<file path="src/rtl/mem_port_arbiter.sv">
// Two-requester arbiter for a shared instruction/data memory port.
// Round-robin between the CPU (0) and the loader/debug port (1), with an
// optional lock that holds the grant for up to MAX_HOLD cycles under contention.
module mem_port_arbiter #(
  parameter int unsigned MAX_HOLD = 16
) (
  input  logic        clk,
  input  logic        reset,
  input  logic        req0,
  input  logic        req1,
  input  logic        we0,
  input  logic        we1,
  input  logic        lock0,
  input  logic        lock1,
  input  logic [31:0] addr0,
  input  logic [31:0] addr1,
  input  logic [31:0] wdata0,
  input  logic [31:0] wdata1,
  output logic        gnt0,
  output logic        gnt1,
  output logic [31:0] rdata0,
  output logic [31:0] rdata1,
  output logic [31:0] mem_addr,
  output logic [31:0] mem_wdata,
  output logic        mem_read,
  output logic        mem_write,
  input  logic [31:0] mem_rdata,
  output logic        busy,
  output logic        owner
);

  localparam int unsigned HOLD_W    = 5;
  localparam logic [HOLD_W-1:0] HOLD_LAST = HOLD_W'(MAX_HOLD - 1);
  localparam logic [HOLD_W-1:0] HOLD_SAT  = {HOLD_W{1'b1}};

  typedef enum logic [1:0] {
    IDLE = 2'd0,
    OWN0 = 2'd1,
    OWN1 = 2'd2
  } state_t;

  state_t              state_q, state_d;
  logic                last_owner_q, last_owner_d;
  logic [HOLD_W-1:0]   hold_cnt_q, hold_cnt_d;
  logic                other_req;

  // State, round-robin pointer and hold counter; reset clears state at once
  always_ff @(posedge clk or posedge reset) begin
    if (reset) begin
      state_q      <= IDLE;
      last_owner_q <= 1'b1;
      hold_cnt_q   <= '0;
    end else begin
      state_q      <= state_d;
      last_owner_q <= last_owner_d;
      hold_cnt_q   <= hold_cnt_d;
    end
  end

  // Next-state, hold counter and memory-port mux
  always_comb begin
    state_d      = state_q;
    last_owner_d = last_owner_q;
    hold_cnt_d   = '0;
    other_req    = 1'b0;
    gnt0         = 1'b0;
    gnt1         = 1'b0;
    mem_addr     = '0;
    mem_wdata    = '0;
    mem_read     = 1'b0;
    mem_write    = 1'b0;
    rdata0       = '0;
    rdata1       = '0;

    case (state_q)
      IDLE: begin
        if (req0 && req1) begin
          state_d = last_owner_q ? OWN0 : OWN1;
        end else if (req0) begin
          state_d = OWN0;
        end else if (req1) begin
          state_d = OWN1;
        end
      end
      OWN0: begin
        other_req = req1;
        gnt0      = 1'b1;
        mem_addr  = addr0;
        mem_wdata = wdata0;
        mem_read  = req0 & ~we0;
        mem_write = req0 & we0;
        if (req0 && !we0) begin
          rdata0 = mem_rdata;
        end
        if (!req0) begin
          state_d = req1 ? OWN1 : IDLE;
        end else if (req1 && (!lock0 || hold_cnt_q == HOLD_LAST)) begin
          state_d = OWN1;
        end
      end
      OWN1: begin
        other_req = req0;
        gnt1      = 1'b1;
        mem_addr  = addr1;
        mem_wdata = wdata1;
        mem_read  = req1 & ~we1;
        mem_write = req1 & we1;
        if (req1 && !we1) begin
          rdata1 = mem_rdata;
        end
        if (!req1) begin
          state_d = req0 ? OWN0 : IDLE;
        end else if (req0 && (!lock1 || hold_cnt_q == HOLD_LAST)) begin
          state_d = OWN0;
        end
      end
      default: begin
        state_d = IDLE;
      end
    endcase

    // Count only while staying put with the other side waiting
    if (state_d == state_q && state_q != IDLE && other_req) begin
      hold_cnt_d = (hold_cnt_q == HOLD_SAT) ? hold_cnt_q : hold_cnt_q + HOLD_W'(1);
    end

    if (state_d != state_q) begin
      if (state_d == OWN0) begin
        last_owner_d = 1'b0;
      end else if (state_d == OWN1) begin
        last_owner_d = 1'b1;
      end
    end
  end

  assign busy  = (state_q != IDLE);
  assign owner = last_owner_q & ~reset;

endmodule

</file>
<file path="config.mk">
export PLATFORM = sky130hd
export DESIGN_NAME = mem_port_arbiter
export DESIGN_NICKNAME = d
export VERILOG_FILES = /design/src/rtl/mem_port_arbiter.sv
export SDC_FILE = /design/constraint.sdc
export NUM_CORES = 1
export LEC_CHECK = 0
export CORE_MARGIN = 10
export CORE_UTILIZATION = 22
export DETAILED_ROUTE_END_ITERATION = 8
export GPL_TIMING_DRIVEN = 0
export HOLD_SLACK_MARGIN = 0.06
export PLACE_DENSITY_LB_ADDON = 0.25
export SYNTH_ARGS = -nofsm -noshare
export SYNTH_HDL_FRONTEND = slang
export SYNTH_SLANG_ARGS = --single-unit
</file>
<file path="constraint.sdc">
create_clock -name clk -period 2.3 [get_ports clk]
set_input_delay 0.345 -clock clk [delete_from_list [all_inputs] [get_ports clk]]
set_output_delay 0.345 -clock clk [all_outputs]
set_load 0.01 [all_outputs]
</file>
Yosys cells after proc, flatten, opt, wreduce, memory -nomap -nowiden
Index checks and enable logic that the tools add are counted.
{"block": "classes", "eq_ne": 9, "shifts": 0, "add_sub_neg": 1, "n_mul": 0, "order_cmp": 0, "reduce_logical": 17, "div_mod_pow": 0, "n_bitwise": 8, "mux": 26}
{"operator": "2-to-1 mux 32 bit", "n": 4}
{"operator": "one-hot mux 32 bit (2 select lines)", "n": 2}
{"operator": "2-to-1 mux 2 bit", "n": 9}
{"operator": "2-to-1 mux 5 bit", "n": 2}
{"operator": "logical AND 1 bit", "n": 7}
{"operator": "one-hot mux 1 bit (2 select lines)", "n": 3}
{"operator": "one-hot mux 2 bit (3 select lines)", "n": 1}
{"operator": "adder 5 x 1 -> 5 bit (second input constant)", "n": 1}
{"operator": "AND 1 bit", "n": 5}
{"operator": "equality test 5 x 4 -> 1 bit (second input constant)", "n": 1}
{"operator": "equality test 5 bit (second input constant)", "n": 1}
{"operator": "2-to-1 mux 1 bit", "n": 5}
{"operator": "equality test 2 x 1 -> 1 bit (second input constant)", "n": 2}
{"operator": "equality test 2 bit (second input constant)", "n": 2}
{"operator": "zero test 1 bit", "n": 4}
{"operator": "nonzero test 2 bit", "n": 2}
{"operator": "inverter 1 bit", "n": 3}
{"operator": "equality test 2 bit", "n": 1}
{"operator": "zero test 2 bit", "n": 1}
{"operator": "logical OR 1 bit", "n": 2}
{"operator": "!= test 2 bit", "n": 1}
{"operator": "!= test 2 bit (second input constant)", "n": 1}
{"operator": "AND reduction 2 bit", "n": 1}
{"block": "word_totals", "wordCells": 64, "romBits": 0, "mem_bits_rw": 0, "latch_bits": 0, "memories": 0, "reg_bits": 8}

Logic depth before layout (Yosys ltp)
{"block": "logic_depth", "ltp_word": 10, "mapped_depth": 10, "ltp_nobuf": 10}

Least setup slack after synthesis
OpenSTA, ideal clock, no wires.
{"block": "synth_timing", "path_kind": "reg-to-reg", "start": "register hold_cnt_q[0]", "end": "register last_owner_q", "stages_incl_launch_ff": 11, "setup_ns": 0.075, "t_required_ns": 2.225, "setup_slack_ns": -0.008, "period_less_slack_ns": 2.308, "arrival_ns": 2.233, "cell_sequence": "dfrtp_1 -> ha_1 -> and3_1 -> ha_1 -> nand3b_1 -> a22o_1 -> a22oi_2 -> a21oi_1 -> ha_1 -> a31oi_1 -> mux2i_1"}
{"block": "synth_between", "elab_chain_cells": 9, "elab_cells_between_ends": 16, "cone_classes": "4 x eq/ne; 6 x mux; 6 x reduce/logical"}
{"element": "from (decl)", "line": "44", "source": "logic [HOLD_W-1:0] hold_cnt_q, hold_cnt_d;"}
{"element": "from (signal assigned)", "line": "56", "source": "hold_cnt_q <= hold_cnt_d;"}
{"element": "equality test 5 x 4 -> 1 bit *", "line": "97, 113"}
{"element": "logical OR 1 bit, on equally long branches", "line": "113, 97"}
{"element": "logical AND 1 bit, on equally long branches", "line": "113, 97"}
{"element": "2-to-1 mux 2 bit, on equally long branches", "line": "113, 97"}
{"element": "2-to-1 mux 2 bit, on equally long branches", "line": "111, 95"}
{"element": "one-hot mux 2 bit (3 select lines) *", "line": "75", "source": "case (state_q)"}
{"element": "net state_d[0]", "line": "42", "source": "state_t state_q, state_d;"}
{"element": "equality test 2 x 1 -> 1 bit or equality test 2 bit (tied branches)", "line": "128, 130"}
{"element": "nonzero test 2 bit (no source line)"}
{"element": "AND reduction 2 bit (no source line)"}
{"element": "to (signal assigned)", "line": "55", "source": "last_owner_q <= last_owner_d;"}
{"element": "to (decl)", "line": "43", "source": "logic last_owner_q, last_owner_d;"}
Mark *: on every way through the listed nets, which the timed path passes. The rest lies on a longest branch.
A chain may end at the register's enable or synchronous reset.

Final worst setup path
{"block": "layout_timing", "start": "register hold_cnt_q[1]", "end": "register last_owner_q"}
Same word-level chain as after synthesis.

==> results.cfg <==
[layout]
final_util_pct = 60.0
multi_input_area_um2 = 1850
drive_gt1_share_pct = 14.7
syn2layout_area_growth_pct = 167
nFillCells = 861
final_cells = 725
final_nets = 791
diodes = 0
stdcell_area_um2 = 5500
seq_area_um2 = 204

[die]
initial_core_util_pct = 22.5
die-area_um2 = 13600
die_h_um = 117
io_pins = 302
fp-row-count = 35
coreArea_um2 = 9150
die_w_um = 117

[placed_design]
port_buffers = 299
gp_congestion = 0.878
dp_hpwl_um = 12900
place_area_um2 = 5190
dp_cells = 707

[synthesis]
yosys.area.top_type = a22oi_1
ys.flop_type = dfrtp_1
synth_edf_count = 0
ys_warn_count = 0
syn_nets = 473
synth_area_um2 = 2060
ys_seq_area_share_pct = 9.80
syn_area_per_cell_um2 = 6.92
synthTopCellsByArea = a22oi_1 23%, nor2b_1 20%, and2_1 19%, dfrtp_1 8.5%, ha_1 4.9%
synth_top_area_share_pct = 23.4
synth.distinct_cells = 31
ys_ff_latch = 8
synth_cells = 297
async_flop_share_pct = 100

[global_route]
met2_usage_pct = 36.0
globalRouteOverflowTotal = 0
use_met1_pct = 20.6
grt_max_degree = 11
antenna_found_initial = 0
grt_use_total_pct = 19.8
grt.busiest_layer = met2
use_met3_pct = 8.37
grt_pass1_vias = 3672
grt_pass1_wl_um = 21200

[worst_setup_path]
reg2reg_slack_ns = -0.07
required_ns = 2.45
path_class = register to register
r2r-start = hold_cnt_q[1]
crit_fanout = 4
startpoint = hold_cnt_q[1]
start_kind = register
cp.arrival_ns = 2.51
timing.rr.end = last_owner_q
ff2ff_path_depth = 10
critical_path.endpoint_type = register
timing.critical_path.to = last_owner_q

[drt]
post-route-drc-count = 0
post_drt_wl_per_cell_um = 20.7
wl_um = 15000
dr.pass1.iters = 4
drt_iter0_drc = 205
routed_via_density = 4.74
vias = 3439
ant_nets = 0

[clocking]
cts_tree = built
cts_buffer_depth = 2
clock-sinks = 8
hold_buffers = 0
clock_latency_ns = 0.23
cts_buffers = 3
clk_pin_slew_ns = 0.04
cts-root-buf = clkbuf_8
cts-htree-levels = 1

[timing]
setup_ws_ns = -0.0661
hold_slack_ns = 0.400
fmax_ghz = 0.423
fin_crit_ns = 2.37
finClkSkew_ns = 0.00298
finalMaxSlewViolations = 0
worst_pin_slew_ns = 0.395
rsz0062_at_grt = true
setup_viol = 1
hold_viol_final = 0
maxSlewHeadroom_pct = 73.7
fin_crit_sh_pct = 103

[min_path]
min_path_type = input port to asynchronous set/reset pin

[outcome]
outcome = finished, violations left
violations = negative setup slack

[power]
p_leak_nw = 2.87
peakVddDrop_mv = 0.317
power.density_nw_per_um2 = 728
total_power_mw = 4.00

[job]
maxCapViolCount = 0
-- how the worst min path moves through the flow --
stage                       from             to  slack (ns)  depth (start not counted)
floorplan                  reset  hold_cnt_q[0]        0.16                          1
global placement    last_owner_q   last_owner_q        0.49                          2
detailed placement  last_owner_q   last_owner_q        0.50                          2
CTS                        reset  hold_cnt_q[3]        0.41                          2
global route               reset  hold_cnt_q[3]        0.43                          2
finish                     reset  hold_cnt_q[3]        0.40                          2
-- critical path: stages (launching register included) --
cell and delay (ns):
dfrtp_1 0.38, ha_2 0.19, and3_4 0.19, ha_4 0.15
nand3b_1 0.15, a22o_1 0.22, a22oi_2 0.24, a21oi_2 0.10
ha_1 0.28, a31oi_1 0.17, mux2i_1 0.21
-- area by class of cell --
type                            instances  share of cell area (%)
Timing Repair Buffer                  313                    54.1
Multi-Input combinational cell        253                    33.7
Buffer                                 29                    4.64
Sequential cell                         8                    3.71
Tap cell                              111                    2.53
Clock buffer                            4                   0.820
Inverter                                7                   0.569
-- placed cells by master, fill, tap and decap left out, drive strengths merged, types with 2 or more instances in the layout --
cell | Yosys | layout
clkdlybuf4s50 | 0 | 169
a22o | 3 | 3
dlygate4sd2 | 0 | 88
clkbuf | 25 | 38
a22oi | 66 | 66
and3 | 2 | 2
nand2 | 4 | 4
a21oi | 4 | 4
nor2b | 65 | 65
dlymetal6s2s | 0 | 20
nand3b | 2 | 2
clkdlybuf4s15 | 0 | 6
dfrtp | 7 | 7
nand3 | 2 | 2
nand2b | 3 | 3
inv | 7 | 7
nor2 | 14 | 14
o21ai | 2 | 2
xor2 | 2 | 2
buf | 4 | 25
and2 | 64 | 64
ha | 8 | 8
mux2i | 4 | 4
-- metal layers --
layer / vias to the layer above / share of wire [%]
met5: - / 0
met4: 0 / 1.9
met3: 16 / 12
met2: 195 / 50
met1: 1565 / 36
li1: 1663 / -
-- report_power, final --
part | internal, mW | total [mW] | leakage, nW | switching [mW]
clock | 0.120 | 0.172 | 0.0228 | 0.0522
sequential | 0.174 | 0.207 | 0.103 | 0.0322
combinational | 1.92 | 3.62 | 2.74 | 1.70
total | 2.21 | 4.00 | 2.87 | 1.79
-- registers in the layout (all words and copies together) (netlist names) --
signal        count
hold_cnt_q        5
last_owner_q      1
state_q           2
-- cell usage after synthesis (3+ instances only) --
library cell,instances
nand2b_1,3
and2_1,64
a22o_1,3
clkbuf_1,25
a21oi_1,4
inv_1,7
nand2_1,4
mux2i_1,4
nor2b_1,65
nor2_1,14
a22oi_1,64
dfrtp_1,7
ha_1,8
-- kinds of logic after synthesis --
logic type | share of synthesized area [%]
buf+inv | 6.94
mux | 1.95
fa+ha+maj | 4.87
compound gates | 29.2
simple gates | 46.0
flops | 9.80
xor+xnor | 1.28
-- per-stage QoR --
stage	TNS (ns)	setup slack, ns
6_report	-0.0661	-0.0661
5_1_grt	-0.876	-0.173
4_1_cts	-1.30	-0.187
3_5_place_dp	-66.92	-0.824
3_3_place_gp	-61.06	-0.792
2_1_floorplan	0	0.0169
-- what timing repair did --
item                                    in CTS  in global routing
buffers inserted                            10                  4
endpoints found under the setup margin     136                 76
pin swaps                                    5                  9
resized for setup                          190                 74
Note: power is estimated with default switching activity, not from simulation.
